==> config.mk <==
export PLATFORM = sky130hd
export DESIGN_NAME = prf_free_list
export DESIGN_NICKNAME = d
export VERILOG_FILES = /design/src/rtl/prf_free_list.sv
export SDC_FILE = /design/constraint.sdc
export NUM_CORES = 1
export LEC_CHECK = 0
export ABC_AREA = 0
export BUFFER_PORTS_ARGS = -buffer_cell sky130_fd_sc_hd__buf_2
export CORE_AREA = 2 2 224 226
export DETAILED_ROUTE_END_ITERATION = 8
export DIE_AREA = 0 0 226 228
export GPL_ROUTABILITY_DRIVEN = 0
export MAX_ROUTING_LAYER = met4
export PLACE_DENSITY = 0.53
export SYNTH_ARGS = -nofsm -noshare
export SYNTH_HDL_FRONTEND = slang
export SYNTH_SLANG_ARGS = --single-unit
export TNS_END_PERCENT = 1
==> constraint.sdc <==
create_clock -name clock -period 11.7 [get_ports clock]
set_input_delay 2.34 -clock clock [delete_from_list [all_inputs] [get_ports clock]]
set_output_delay 2.34 -clock clock [all_outputs]
set_load 0.01 [all_outputs]
==> src/rtl/prf_free_list.sv <==
// Circular free list of physical register tags: up to WAYS grants per cycle, retirement refill,
// rollback to the committed head on exception. Define FREELIST_DEBUG_EN for debug ports and overflow flag.
module prf_free_list #(
    parameter  int WAYS  = 2,
    parameter  int PRF   = 64,
    parameter  int ARF   = 32,
    localparam int PW    = $clog2(PRF),
    localparam int DEPTH = PRF - ARF,
    localparam int CW    = $clog2(DEPTH + 1)
) (
    input  logic               clock,
    input  logic               reset,
    input  logic               except,
    input  logic [WAYS-1:0]    alloc_req,
    output logic [WAYS*PW-1:0] alloc_idx,
    output logic [WAYS-1:0]    alloc_valid,
    input  logic [WAYS-1:0]    retire_en,
    input  logic [WAYS*PW-1:0] retire_old_idx,
    output logic [CW-1:0]      free_count,
    output logic               empty
`ifdef FREELIST_DEBUG_EN
    ,
    output logic [DEPTH-1:0][PW-1:0] fl_entries_out,
    output logic                     fl_overflow
`endif
);

    localparam int              IW      = (DEPTH > 1) ? $clog2(DEPTH) : 1;
    localparam logic [IW:0]     DEPTH_W = (IW + 1)'(DEPTH);

    typedef struct packed {
        logic          wrap;
        logic [IW-1:0] idx;
    } ptr_t;

    // Advance a pointer by n (n <= DEPTH), flipping the wrap bit when the index passes DEPTH-1.
    function automatic ptr_t ptr_add(input ptr_t p, input logic [CW-1:0] n);
        logic [IW:0] sum;
        ptr_t        r;
        sum = {1'b0, p.idx} + (IW + 1)'(n);
        if (sum >= DEPTH_W) begin
            r.wrap = ~p.wrap;
            r.idx  = IW'(sum - DEPTH_W);
        end else begin
            r.wrap = p.wrap;
            r.idx  = sum[IW-1:0];
        end
        return r;
    endfunction

    function automatic logic [CW-1:0] ptr_dist(input ptr_t a, input ptr_t b);
        if (a.wrap == b.wrap) return CW'(a.idx) - CW'(b.idx);
        return CW'(DEPTH) + CW'(a.idx) - CW'(b.idx);
    endfunction

    logic [PW-1:0]           entries [DEPTH];
    ptr_t                    head, tail, retire_head;
    ptr_t                    head_next, tail_next, retire_head_next;
    logic [CW-1:0]           grants, retires, free_count_next;
    logic [WAYS-1:0][IW-1:0] wr_addr;

    // Grants are compacted over requesting lanes and stop once the running request count exceeds free_count.
    always_comb begin
        logic [CW-1:0] n_req;
        ptr_t          rd_ptr;
        // NOTE: every always_comb output gets a default first so no path leaves it unassigned (no latch).
        alloc_idx   = '0;
        alloc_valid = '0;
        grants      = '0;
        n_req       = '0;
        rd_ptr      = head;
        for (int i = 0; i < WAYS; i++) begin
            if (alloc_req[i]) begin
                n_req = n_req + CW'(1);
                if (reset && !except && (n_req <= free_count)) begin
                    rd_ptr                = ptr_add(head, n_req - CW'(1));
                    alloc_valid[i]        = 1'b1;
                    alloc_idx[i*PW +: PW] = entries[rd_ptr.idx];
                    grants                = grants + CW'(1);
                end
            end
        end
    end

    always_comb begin
        ptr_t wr_ptr;
        wr_ptr  = tail;
        retires = '0;
        for (int i = 0; i < WAYS; i++) begin
            wr_addr[i] = wr_ptr.idx;
            if (retire_en[i]) begin
                wr_ptr  = ptr_add(wr_ptr, CW'(1));
                retires = retires + CW'(1);
            end
        end
        tail_next        = wr_ptr;
        retire_head_next = ptr_add(retire_head, retires);
        // Rollback lands on the committed head after this cycle's retirements are counted.
        head_next        = except ? retire_head_next : ptr_add(head, grants);
        free_count_next  = except ? ptr_dist(tail_next, retire_head_next)
                                  : free_count - grants + retires;
    end

    // NOTE: the tag array is reset on purpose: its initial contents are architecturally visible tags.
    always_ff @(posedge clock or negedge reset) begin
        if (!reset) begin
            for (int k = 0; k < DEPTH; k++) entries[k] <= PW'(ARF + k);
            head        <= '0;
            retire_head <= '0;
            tail        <= {1'b1, {IW{1'b0}}};
            free_count  <= CW'(DEPTH);
            empty       <= 1'b0;
        end else begin
            // NOTE: state updates use non-blocking assignments so every register sees pre-edge values.
            for (int i = 0; i < WAYS; i++) begin
                if (retire_en[i]) entries[wr_addr[i]] <= retire_old_idx[i*PW +: PW];
            end
            head        <= head_next;
            tail        <= tail_next;
            retire_head <= retire_head_next;
            free_count  <= free_count_next;
            empty       <= (free_count_next == '0);
        end
    end

`ifdef FREELIST_DEBUG_EN
    always_comb begin
        for (int k = 0; k < DEPTH; k++) fl_entries_out[k] = entries[k];
    end

    always_ff @(posedge clock or negedge reset) begin
        if (!reset) begin
            fl_overflow <= 1'b0;
        end else begin
            if ((|retire_en) && (int'(free_count) + int'(retires) > DEPTH)) fl_overflow <= 1'b1;
            if (except) $display("prf_free_list except: head=%0d free_count=%0d", head.idx, free_count);
        end
    end
`endif

endmodule

Word level (Yosys, flattened, before mapping)
Index checks and enable logic that the tools add are counted.
- input port bits: 19
- logic and storage cells: 137
- output and inout port bits: 21
- flip-flop bits (word level): 217
- magnitude comparators: 14
- add/sub/neg operators: 20
- reduce and logical (&&, ||, !) cells: 8
- muxes and demuxes: 46
- eq/ne operators: 1
- bitwise gates (word level): 8
- operators by type and width (kind ; number):
    192-bit bitwise mux ; 2
    192-bit two-way mux ; 2
    6-bit two-way mux ; 23
    6-bit binary-select mux with 5-bit select ; 2
    6-bit demux with 5-bit select ; 2
    6-bit greater-or-equal comparator, second input constant ; 9
    5-bit two-way mux ; 6
    5-bit by 1-bit subtractor with 5-bit output, second input constant ; 6
    5-bit inverter with 6-bit output ; 4
    5-bit by 6-bit adder with 6-bit output ; 3
    6-bit by 1-bit adder with 6-bit output, second input constant ; 3
    5-bit by 1-bit adder with 6-bit output, second input constant ; 2
    6-bit by 1-bit less-than comparator with 1-bit output, second input constant ; 2
    1-bit two-way mux ; 9
    6-bit by 5-bit adder with 6-bit output, first input constant ; 1
    6-bit adder ; 1
    5-bit by 6-bit greater-or-equal comparator with 1-bit output, second input constant ; 1
    1-bit by 6-bit less-or-equal comparator with 1-bit output, first input constant ; 1
    6-bit less-or-equal comparator ; 1
    6-bit zero test ; 1
    5-bit by 5-bit subtractor with 6-bit output ; 1
    6-bit by 1-bit subtractor with 6-bit output, second input constant ; 1
    6-bit by 5-bit subtractor with 6-bit output ; 1
    6-bit subtractor ; 1
    other kinds (5) ; 12

Depth between registers and ports, before layout
Gate-level depths: netlist of run 1.
- depth after elaboration: 14
- depth in mapped cells: 20
- gate-level depth less buffers: 20

Worst setup path after synthesis of run 1
Ideal clock, no wire load.
- path type: input to output
- start: input port alloc_req[0]
- end: output port alloc_idx[10]
- required time: 9.360 ns
- arrival: 4.529 ns
- path buffers: 1
- cell stages on the path: 10
- setup slack: 4.831 ns
- cell sequence: inv_1 ha_1 inv_1 ha_1 fa_1 xor2_1 buf_4 mux4_2 mux2i_1 nor2_1
- longest elaborated chain between the ends: 14
- ends and longest elaborated chain (item ; line ; RTL):
    from (decl) ; 14 ; input logic [WAYS-1:0] alloc_req,
    1-bit two-way mux (*) ; 73 ; if (alloc_req[i]) begin
    6-bit by 1-bit adder with 6-bit output (*) ; 74 ; n_req = n_req + CW'(1);
    6-bit by 1-bit subtractor with 6-bit output ; 76 ; rd_ptr = ptr_add(head, n_req - CW'(1));
    5-bit by 6-bit adder with 6-bit output ; 40 ; sum = {1'b0, p.idx} + (IW + 1)'(n);
    5-bit by 1-bit subtractor with 5-bit output / 6-bit greater-or-equal comparator (equally long branches) ; 43, 41 ;
    5-bit two-way mux ; 41 ; if (sum >= DEPTH_W) begin
    5-bit two-way mux ; 75 ; if (reset && !except && (n_req <= free_count)) begin
    5-bit two-way mux ; 73 ;
    5-bit inverter with 6-bit output (not written as such) ; 78 ; alloc_idx[i*PW +: PW] = entries[rd_ptr.idx];
    6-bit binary-select mux with 5-bit select ; 78 ;
    6-bit two-way mux (not written as such) (2 in a row) ; 78 ;
    6-bit two-way mux (*) ; 75 ;
    6-bit two-way mux (*) ; 73 ;
    to (decl) ; 15 ; output logic [WAYS*PW-1:0] alloc_idx,
Every way passes the cells marked *; elsewhere a longest branch is shown, timed or not. The select of a mux whose other input is x is not followed.

Worst setup path in the final report of run 1
- start: input port alloc_req[0]
- end: output port alloc_idx[6]
Same word-level chain as after synthesis.

==> results of run 1 <==
power groups by stage:
stage	logic, uW	clock network (uW)	registers (uW)
6_report	2770	877	1790
5_1_grt	3000	924	1820
4_1_cts	2770	892	1770
3_5_place_dp	2760	0	1780
3_3_place_gp	2700	0	1780
2_1_floorplan	2270	0	1460
critical path, stage by stage:
cell and delay [ps]:
buf_2 160, inv_1 60, ha_1 270, inv_1 60, ha_4 850, mux4_4 720
mux4_2 480, mux2i_1 320, nor2_1 90, buf_2 160
final timing paths:
kind | slack (ps) | startpoint | endpoint
max in group asynchronous | 8490 | reset | entries[122]
worst max-delay path | 3840 | alloc_req[0] | alloc_idx[6]
worst min register to register | 490 | retire_head[5] | retire_head[5]
worst min-delay path | 490 | retire_head[5] | retire_head[5]
min in group asynchronous | 1790 | reset | retire_head[1]
worst max register to register | 7320 | free_count[3] | empty
area by class of cell:
cell class / count / area [um2] / area share (%)
clock inverters: 7 / 115.1 / 0.7146
well taps: 672 / 840.8 / 5.219
clock buffers: 42 / 812.0 / 5.041
inverters: 38 / 142.6 / 0.8854
multi-input cells: 989 / 8373 / 51.98
repair buffers: 48 / 272.8 / 1.693
flip-flops and latches: 216 / 5553 / 34.47
cell families after synthesis:
family | share of synthesized area, %
simple gates | 10.73
mux | 32.58
compound gates | 8.526
flops | 38.07
buf+inv | 4.628
fa+ha+maj | 3.915
xor+xnor | 1.545
sequential cells by signal (all words and copies together), names as in the netlist:
register	cells
entries	192
free_count	6
retire_head	6
tail	6
head	5
empty	1
cells in the final DEF (no fill, tap or decap), types with 4 or more instances in the layout:
cell       netlist  routed
inv_1           38      38
buf_2           32      38
nand2_1         96      96
a21o_1           5       5
nand3_1         13      13
clkbuf_8         0       8
fa_1             6       6
clkbuf_1        52       7
dfstp_2        114     114
nor2_1         207     207
a311oi_1         4       4
nor3_1           5       5
nand2b_1         7       7
xnor2_1         16      16
nor3_2           9       9
xor2_1           6       5
ha_1            36      34
dfrtp_1        102     100
o21ai_0          6       6
nand4_1          5       5
buf_4            8       9
clkbuf_16        0      27
mux4_2          99      99
and3_1           4       4
a21oi_1        172     172
nor2b_1          4       4
o21ai_1         36      36
mux4_1          14      14
mux2i_1        204     204
per-stage QoR:
step	worst slack (ps)	power (uW)	hold WS [ps]	instance area, um2
finish	3836	5438	493.3	16110
global route	3626	5746	512.3	16110
CTS	3801	5432	496.1	16110
detailed placement	3789	4537	486.5	15180
global placement	3831	4478	485.0	15180
floorplan	4831	3738	462.9	14570
per-layer routing:
layer / share of wire, % / GRT usage, % / vias to the layer above
li1: - / - / 4813
met1: 44 / 27.75 / 5471
met2: 46 / 29.56 / 495
met3: 7.8 / 2.524 / 90
met4: 2.5 / 4.884 / 0
met5: 0 / - / -
==> qor.csv, run 1 <==
metric,value,unit
unrepaired setup endpoints after global routing,false,
relative slew slack,21.82,%
DRC viols,0,
"Arr. time, crit path",5520,ps
pin count of the biggest net entering global routing,89,
Worst-Margin Slew,1173,ps
Post-synth EDFFs,0,
post_cts resized,0,
total track usage,19.56,%
Clock power frac,16.1,%
Yosys cell types,53,
Post-synth top cells,"nor2_1 (207), mux2i_1 (204), a21oi_1 (172)",
initial antenna violation count,0,
top post-synthesis cells by area,"dfstp_2 (21%), dfrtp_1 (18%), mux4_2 (15%), mux2i_1 (14%), a21oi_1 (5.9%)",
PD cells,337.6,nW/um2
"count leader, synth",nor2_1,
post-synth top area share,20.55,%
H-tree levels,1,
Die Y,228,um
post-synthesis sequential area ratio,38.07,%
logic gate share of total power,51.0,%
Clock Latency Late Sink,550,ps
hold buffers post-CTS,0,
detailed placement HPWL,33470,um
share of cells above drive strength 1,24.70,%
Worst Hold Class,flop to flop,
antenna-violating nets left,0,
Seq pwr share,32.9,%
vias in the first global route,10670,
switching power,2170,uW
DRT Pass-1 Iters,5,
syn_nets,1415,
Fin. Hold Viols,0,
post-layout util,32.64,%
TritonCTS clock tree,done,
reg2reg path depth,20,
Antenna Cells,0,
I/O pins,40,
Longest Clk Path Bufs,3,
crit path kind,primary input to output pin,
Placed Instances,1963,
TritonCTS buffer count,27,
core area,49350,um2
switch share,39.91,%
CP Capture Type,output pin,
Seq cells post-synth,216,
via count,10870,
WP data required,9360,ps
syn avg cell area,10.76,um2
Post-Synthesis Cells,1354,
Async SR Flop Fraction,100.0,%
port bufs,39,
FP Rows,82,
synthesized area,14570,um2
Fill cells,4934,
"area leader, netlist",dfstp_2,
"Min Clock Period, post-route",7864,ps
worst hold stages,1,
Initial DRC Count,1073,
prevailing post-synth register cell,dfstp_2,
Die Span X,226,um
final setup violating endpoints,0,
Max Cap Violations,0,
Fmax,127.2,MHz
status,"complete, no violations",
Leak,0.006633,uW
Nets,1381,
clock-pin slew on the worst setup and hold paths,60,ps
WL/cell,24.25,um
Non-Filler Instances,2012,
first-pass GRT wire length,73130,um
Final Skew,13.99,ps
Root Driver,clkbuf_16,
Tcrit/Tclk final,67.22,%
"Slew Viols, Final",0,
Setup TNS,0,ps
Starting Density,29.53,%
clock sink total,216,
Syn. warnings,0,
Peak VDD IR,167.0,uV
crit path max fanout,48,
CP startpoint kind,primary input,
Area Overhead vs Synth,10.54,%
internal power,3268,uW
die footprint,51530,um2
total gr overflow,0,
WL final,48800,um
Vias/cell,5.402,
# Post-CTS Setup Buffers,0,
No activity file was read; power rests on OpenSTA's default activity.
==> inputs of run 2 (changes only) <==
clock period = 7.59 ns   (was 11.7 ns; I/O delays follow)
==> run 2 against run 1 <==
  * Count of clock-buffer cells in the layout is 5 lower
  * Register-to-register slack worse by 4100 ps
  * Power grew 51%
  * Global-route usage down 0.069 points
  * Cell count stayed put
  * Sequential share of layout area grew 0.21 points
  * Worst setup slack worse by 2500 ps
  * Core utilization down 0.20 points
==> qor.csv, run 2 (same netlist as run 1, synthesis figures left out) <==
metric,value,unit,change
status,"complete, no violations",,unchanged
final setup violating endpoints,0,,unchanged
Vias/cell,5.391,,was 5.402
"Arr. time, crit path",4720,ps,was 5520 ps
Final Skew,10.05,ps,was 13.99 ps
TritonCTS buffer count,25,,was 27
Area Overhead vs Synth,9.874,%,was 10.54%
"Slew Viols, Final",0,,unchanged
total track usage,19.49,%,was 19.56%
crit path max fanout,48,,unchanged
worst hold slack,506.3,ps,was 493.3 ps
H-tree levels,1,,unchanged
Tcrit/Tclk final,82.12,%,
PD cells,511.3,nW/um2,was 337.6 nW/um2
Die Span X,226,um,unchanged
Worst-Margin Slew,1189,ps,was 1173 ps
Leak,0.006593,uW,was 0.006633 uW
"Min Clock Period, post-route",6233,ps,
Nets,1382,,was 1381
first-pass GRT wire length,72880,um,was 73130 um
TritonCTS clock tree,done,,unchanged
Antenna Cells,0,,unchanged
Initial DRC Count,1109,,was 1073
Placed Instances,1966,,was 1963
Root Driver,clkbuf_16,,unchanged
# Post-CTS Setup Buffers,0,,unchanged
delay of the slowest critical-path stage,870,ps,was 850 ps
initial antenna violation count,0,,unchanged
die footprint,51530,um2,unchanged
Non-Filler Instances,2012,,unchanged
clock sink total,216,,unchanged
post_cts resized,0,,unchanged
core area,49350,um2,unchanged
Starting Density,29.53,%,unchanged
"commonest non-fill, non-tap cell in the layout",nor2_1,,unchanged
WL/cell,23.87,um,was 24.25 um
antenna-violating nets left,0,,unchanged
total gr overflow,0,,unchanged
reg2reg path depth,20,,unchanged
crit path max-delay cell type,ha_4,,unchanged
"Most flops, register",entries,,unchanged
I/O pins,40,,unchanged
share of cells above drive strength 1,24.93,%,was 24.70%
"commonest non-fill, non-tap cells in the layout","nor2_1 (207), mux2i_1 (204), a21oi_1 (172)",,unchanged
Setup TNS,0,ps,unchanged
clock-pin slew on the worst setup and hold paths,60,ps,about the same
unrepaired setup endpoints after global routing,false,,unchanged
Fmax,160.4,MHz,
worst hold stages,1,,unchanged
detailed placement HPWL,33150,um,was 33470 um
Longest Clk Path Bufs,3,,unchanged
CP startpoint kind,primary input,,unchanged
via count,10850,,was 10870
port bufs,39,,unchanged
Worst Hold Class,flop to flop,,unchanged
WP data required,6070,ps,was 9360 ps
pin count of the biggest net entering global routing,61,,was 89
hold buffers post-CTS,0,,unchanged
critical-path cell list,"buf_2, inv_1, ha_1, inv_1, ha_4, mux4_4, mux4_2, mux2i_1, nor2_1, buf_2",,unchanged
FP Rows,82,,unchanged
relative slew slack,20.71,%,was 21.82%
DRT Pass-1 Iters,5,,unchanged
CP Capture Type,output pin,,unchanged
Die Y,228,um,unchanged
Max Cap Violations,0,,unchanged
DRC viols,0,,unchanged
crit path kind,primary input to output pin,,unchanged
vias in the first global route,10640,,was 10670
Peak VDD IR,237.8,uV,was 167.0 uV
number of flip-flops in the largest register,192,,unchanged
WL final,48030,um,was 48800 um
post-layout util,32.45,%,was 32.64%
Fin. Hold Viols,0,,unchanged
Clock Latency Late Sink,550,ps,about the same
-- run 2: cell types whose count changed in the layout (fill, tap and decap cells not counted) --
cell | before | now
clkbuf_1 | 7 | 4
buf_4 | 9 | 12
clkbuf_16 | 27 | 25
clkinvlp_4 | 2 | 3
inv_6 | 0 | 1
bufinv_16 | 3 | 0
clkinv_2 | 2 | 5
-- run 2: worst max-delay path, delay by kind of cell --
family	cells	cell delay, ps
buffers and inverters	4	440
muxes	3	1520
adders and majority gates	2	1150
and+or+nand+nor	1	70
-- run 2: final cells by class --
class | count | area, um2
clock buffers | 37 | 750.7
clock inverters | 9 | 56.30
fillers | 5020 | 33340
inverters | 38 | 142.6
multi-input cells | 989 | 8373
flip-flops and latches | 216 | 5553
well taps | 672 | 840.8
repair buffers | 51 | 295.3
-- run 2: layer usage --
metal	part of all wire [%]	wire length [um]	global-route usage [%]
met1	43	20800	27.04
met3	8.8	4245	4.482
met2	45	21410	28.33
met5	0	0	-
met4	3.3	1575	5.691
-- run 2: per-stage QoR --
stage	worst slack [ps]	area, um2	power, uW
after floorplan	2365	14570	5762
after global placement	1400	15200	6881
after detailed placement	1346	15200	6958
after CTS	1354	16010	8189
after global routing	1177	16010	8709
final	1357	16010	8186
-- run 2: final timing paths --
check	end	slack [ps]	start
hold reg to reg	retire_head[5]	510	retire_head[5]
hold / removal	retire_head[5]	510	retire_head[5]
max in group asynchronous	entries[118]	4830	reset
setup reg to reg	empty	3190	free_count[3]
min in group asynchronous	empty	850	reset
setup / recovery	alloc_idx[11]	1360	alloc_req[0]
-- run 2: power by group --
part | total (uW) | switching [uW] | internal (uW)
Sequential | 2650 | 679 | 1970
Combinational | 4330 | 2090 | 2240
Clock | 1200 | 519 | 684
Total | 8190 | 3290 | 4900
